`config.mk`:
```
export PLATFORM = sky130hd
export DESIGN_NAME = pc_fetch_ctrl
export DESIGN_NICKNAME = d
export VERILOG_FILES = /design/src/rtl/pc_fetch_ctrl.sv
export SDC_FILE = /design/constraint.sdc
export NUM_CORES = 1
export LEC_CHECK = 0
export BUFFER_PORTS_ARGS = -buffer_cell sky130_fd_sc_hd__buf_2
export CORE_UTILIZATION = 51
export CTS_CLUSTER_DIAMETER = 40
export DETAILED_ROUTE_END_ITERATION = 7
export PLACE_DENSITY = 0.89
export RECOVER_POWER = 100
export SLEW_MARGIN = 20
export SYNTH_ARGS = -nofsm -noshare
export SYNTH_HDL_FRONTEND = slang
export SYNTH_SLANG_ARGS = --single-unit
```
`constraint.sdc`:
```
create_clock -name clk -period 2.5 [get_ports clk]
set_input_delay 0.5 -clock clk [delete_from_list [all_inputs] [get_ports clk]]
set_output_delay 0.5 -clock clk [all_outputs]
set_load 0.02 [all_outputs]
```
`src/rtl/pc_fetch_ctrl.sv`:
```
// Instruction fetch sequencer: owns the PC, drives the imem req/ack handshake, hands words to decode.
// Optional MISALIGN_TRAP_EN: misaligned redirects load TRAP_VEC and pulse trap.
module pc_fetch_ctrl #(
    parameter logic [31:0] RESET_PC = 32'h0000_0000,
    parameter logic [31:0] TRAP_VEC = 32'h0000_0100
) (
    input  logic        clk,
    input  logic        rst_n,
    output logic        imem_req,
    output logic [31:0] imem_addr,
    input  logic        imem_ack,
    input  logic [31:0] imem_rdata,
    output logic        instr_valid,
    input  logic        instr_ready,
    output logic [31:0] instr,
    output logic [31:0] instr_pc,
    input  logic        redirect_valid,
    input  logic [31:0] redirect_pc,
    output logic [31:0] pc,
    output logic        trap
);

    typedef enum logic [1:0] {IDLE, REQ, HOLD, DROP} state_t;

    state_t      state, state_d;
    logic [31:0] drop_addr, drop_d;
    logic [31:0] pc_d, instr_d, ipc_d, tgt;
    logic        mis, trap_d;

`ifdef MISALIGN_TRAP_EN
    assign mis = |redirect_pc[1:0];
`else
    assign mis = 1'b0;
`endif
    assign tgt = mis ? TRAP_VEC : redirect_pc;

    always_comb begin
        state_d = state;
        pc_d    = pc;
        drop_d  = drop_addr;
        instr_d = instr;
        ipc_d   = instr_pc;
        trap_d  = redirect_valid & mis;
        case (state)
            IDLE: begin
                if (redirect_valid) pc_d = tgt;
                state_d = REQ;
            end
            REQ: begin
                if (redirect_valid) begin
                    pc_d = tgt;
                    // An un-acked request cannot be withdrawn; remember it so it can be drained.
                    if (!imem_ack) begin
                        drop_d  = pc;
                        state_d = DROP;
                    end
                end else if (imem_ack) begin
                    instr_d = imem_rdata;
                    ipc_d   = pc;
                    pc_d    = pc + 32'd4;
                    state_d = HOLD;
                end
            end
            HOLD: begin
                if (redirect_valid) begin
                    pc_d    = tgt;
                    state_d = REQ;
                end else if (instr_ready) begin
                    state_d = REQ;
                end
            end
            DROP: begin
                if (redirect_valid) pc_d = tgt;
                if (imem_ack) state_d = REQ;
            end
            default: state_d = IDLE;
        endcase
    end

    // Outputs are registered from the next-state values so they line up with the state register.
    always_ff @(posedge clk) begin
        if (!rst_n) begin
            state       <= IDLE;
            pc          <= RESET_PC;
            drop_addr   <= RESET_PC;
            imem_req    <= 1'b0;
            imem_addr   <= RESET_PC;
            instr_valid <= 1'b0;
            instr       <= 32'h0;
            instr_pc    <= 32'h0;
            trap        <= 1'b0;
        end else begin
            state       <= state_d;
            pc          <= pc_d;
            drop_addr   <= drop_d;
            instr       <= instr_d;
            instr_pc    <= ipc_d;
            trap        <= trap_d;
            imem_req    <= (state_d == REQ) || (state_d == DROP);
            imem_addr   <= (state_d == DROP) ? drop_d : pc_d;
            instr_valid <= (state_d == HOLD);
        end
    end

endmodule

```
==> metrics.md <==
| Metric | Value |
|---|---|
| Final Max Slew Viols | 53 |
| Largest net degree at the start of global routing | 58 |
| N_diodes | 0 |
| Minimum clock period | 2.30 ns |
| Fmax | 435 MHz |
| DRT Pass-1 Iters | 5 |
| WL per Instance | 16.6 um |
| Register area share after synthesis | 49.2% |
| Final net count | 1072 |
| Top FF cell, synth | dfxtp_1 |
| Layout cells sized above 1 | 14.3% |
| DIE AREA | 13600 um^2 |
| Leakage | 3.18 nW |
| Area delta synth->final | 25.1% |
| M3 GR Usage | 6.95% |
| 1st-iter DRT viols | 582 |
| CTS tree | done |
| Clk sinks | 164 |
| Post-synth EDFFs | 0 |
| Global-route wire length before repair | 29900 um |
| Yosys top cell area share | 49.2% |
| CORE AREA | 12700 um^2 |
| Post-CTS Hold Buffers | 0 |
| Worst-path clk slew | 0.06 ns |
| Register area | 3280 um^2 |
| Vias in the first global route | 5876 |
| Final period util | 91.9% |
| Synth Register Bits | 164 |
| Yosys warns | 0 |
| TritonCTS Buffers | 17 |
| Root buffer cell | clkbuf_16 |
| Row cnt | 41 |
| Cell area power density | 730 nW/um^2 |
| Clk_skew | 0.00922 ns |
| TNS Setup | 0 ns |
| Post-synthesis cell type count | 51 |
| Combined area of all synthesized cells | 6680 um^2 |
| Clk_lat worst skew | 0.43 ns |
| Dpl hpwl | 13700 um |
| Vias | 6504 |
| Final antenna-violating net count | 0 |
| Worst slack, placed | 0.244 ns |
| Layout fillers | 1105 |
| Hold Path Class | in -> reg |
| Area of the multi-input gates | 3120 um^2 |
| Clk buf depth | 2 |
| Synth area leader | dfxtp_1 |
| Starting Density | 52.7% |
| WS Path Type | reg -> reg |
| Mapped Cells | 809 |
| Async set-reset flop share out of synthesis | 0% |
| Hold Violations, Final | 0 |
| Startpoint Class | flip-flop |
| Gr usage total | 29.1% |
| VDD IR max | 390 uV |
| GR met2 Demand/Resource | 48.7% |
| Total congestion overflow | 0 |
| Gates resized, CTS repair | 0 |
| Die width | 116 um |
| RSZ-0062 raised after global routing | no |
| Outcome | finished with violations |
| Synthesized Nets | 879 |
| Setup ws final | 0.202 ns |
| Synth area leaders | dfxtp_1 (49%), nand2_1 (9.8%), a21oi_1 (7.7%) |
| CP max FO | 17 |
| Failing checks | max-capacitance violations, max-slew violations |
| Busiest grt layer | met2 |
| MaxCap Viol Count | 1 |
| IO Pins | 200 |
| Crit. End Element | flip-flop |
| M1 GR Usage | 35.1% |
| Synthesized area per cell | 8.25 um^2 |
| Slew margin rel. | -20.8% |
| Placer Congestion | 0.919 |
| Initial antenna violation count | 0 |
| Die Ht | 116 um |
| Worst-Margin Slew | 1.81 ns |
| DRT Wirelength | 19700 um |
| Number of port buffers | 198 |
| Final setup violating endpoints | 0 |
| DRC viols | 0 |
| Clock H-tree levels | 4 |
| Vias/cell | 5.48 |
| Setup Fix Bufs, Post-CTS | 0 |
| Worst EP required | 2.81 ns |
| Arr. time, crit path | 2.61 ns |
state kept, by name, indices dropped and copies added (netlist names):
name and count:
state 2, instr 32, instr_valid 1, pc 32, imem_req 1, drop_addr 32
imem_addr 32, instr_pc 32
metrics by stage:
stage / hold WS, ns / power (W) / area, um^2 / instances / util, %
after floorplan: 0.450 / 0.00330 / 6680 / 809 / -
after global placement: 0.439 / 0.00359 / 7980 / 1155 / 62.9
after detailed placement: 0.444 / 0.00361 / 7980 / 1155 / 62.9
after CTS: 0.302 / 0.00613 / 8550 / 1186 / 67.5
after global routing: 0.305 / 0.00631 / 8350 / 1186 / 65.9
final: 0.309 / 0.00609 / 8350 / 1186 / 65.9
worst max-delay path, cell delays in order, from the launching register on:
cell	delay [ns]
dfxtp_1	0.46
nor4bb_4	0.39
clkbuf_2	0.60
mux2i_1	0.37
a21oi_1	0.13
o211a_1	0.22
routing by layer:
metal | wire length (um) | up-vias
met1 | 8130 | 3022
met3 | 1670 | 41
met2 | 9380 | 318
met4 | 541 | 0
li1 | - | 3123
met5 | 0 | -
synth_stat cells, types with 2 or more instances:
cell,instances
a211oi_1,4
xnor2_1,15
nand2b_1,10
xor2_1,7
dfxtp_1,164
buf_1,2
a31oi_1,9
inv_1,10
nor4_1,11
and3_1,5
o221ai_1,2
o21a_1,7
nand4_1,10
or4_1,3
o211a_1,8
nand3_1,13
o31ai_1,2
nor3_1,13
or3_1,3
mux2i_1,38
o21ba_2,3
a21oi_1,103
o211ai_1,6
nor2b_1,2
nand2_1,174
nor2_1,74
and4_1,2
o21ai_0,23
buf_2,9
clkbuf_1,50
and2_1,7
cell type report:
type / instances / area share (%)
clock buffers: 23 / 5.73
clock inverters: 8 / 1.21
flip-flops and latches: 164 / 39.3
well taps: 172 / 2.58
repair buffers: 236 / 13.2
inverters: 12 / 0.540
multi-input cells: 571 / 37.4
report_power, final:
part	switching [W]	internal, W
combinational	0.000481	0.000239
clock	0.00101	0.00154
sequential	0.0000892	0.00273
placed cells by master (no fill, tap or decap), types with 4 or more instances in the layout:
cell type	count
buf_2	74
clkbuf_1	135
a21oi_1	102
mux2i_1	38
inv_1	11
clkbuf_2	4
and3_1	5
xnor2_1	15
clkbuf_16	17
o211ai_1	6
and2_0	5
nand2_1	173
nor3_1	13
a211oi_1	4
a31oi_1	9
o211a_1	8
o21a_1	7
nand4_1	11
o21ai_0	23
dfxtp_1	164
nand3_1	13
nor2_1	73
nor4_1	12
xor2_1	7
nand2b_1	10
buf_4	24
path summary, 6_finish.rpt:
kind	startpoint	endpoint	slack, ns	cells past startpoint
min	imem_rdata[15]	instr[15]$_SDFFE_PN0P_	0.31	3
max	state[1]$_SDFF_PN0_	imem_addr[18]$_SDFF_PN0_	0.20	5
min reg2reg	instr[9]$_SDFFE_PN0P_	instr[9]$_SDFFE_PN0P_	0.45	2
max reg2reg	state[1]$_SDFF_PN0_	imem_addr[18]$_SDFF_PN0_	0.20	5
logic make-up after synthesis:
group           Yosys count  synth area share [%]
compound gates          172                  15.0
fa+ha+maj                 1                 0.187
simple gates            337                  22.6
other cells               1                0.0562
xor+xnor                 22                  2.89
mux                      38                  5.70
buf+inv                  74                  4.39
flops                   164                  49.2
No activity file was read; power rests on OpenSTA's default activity.
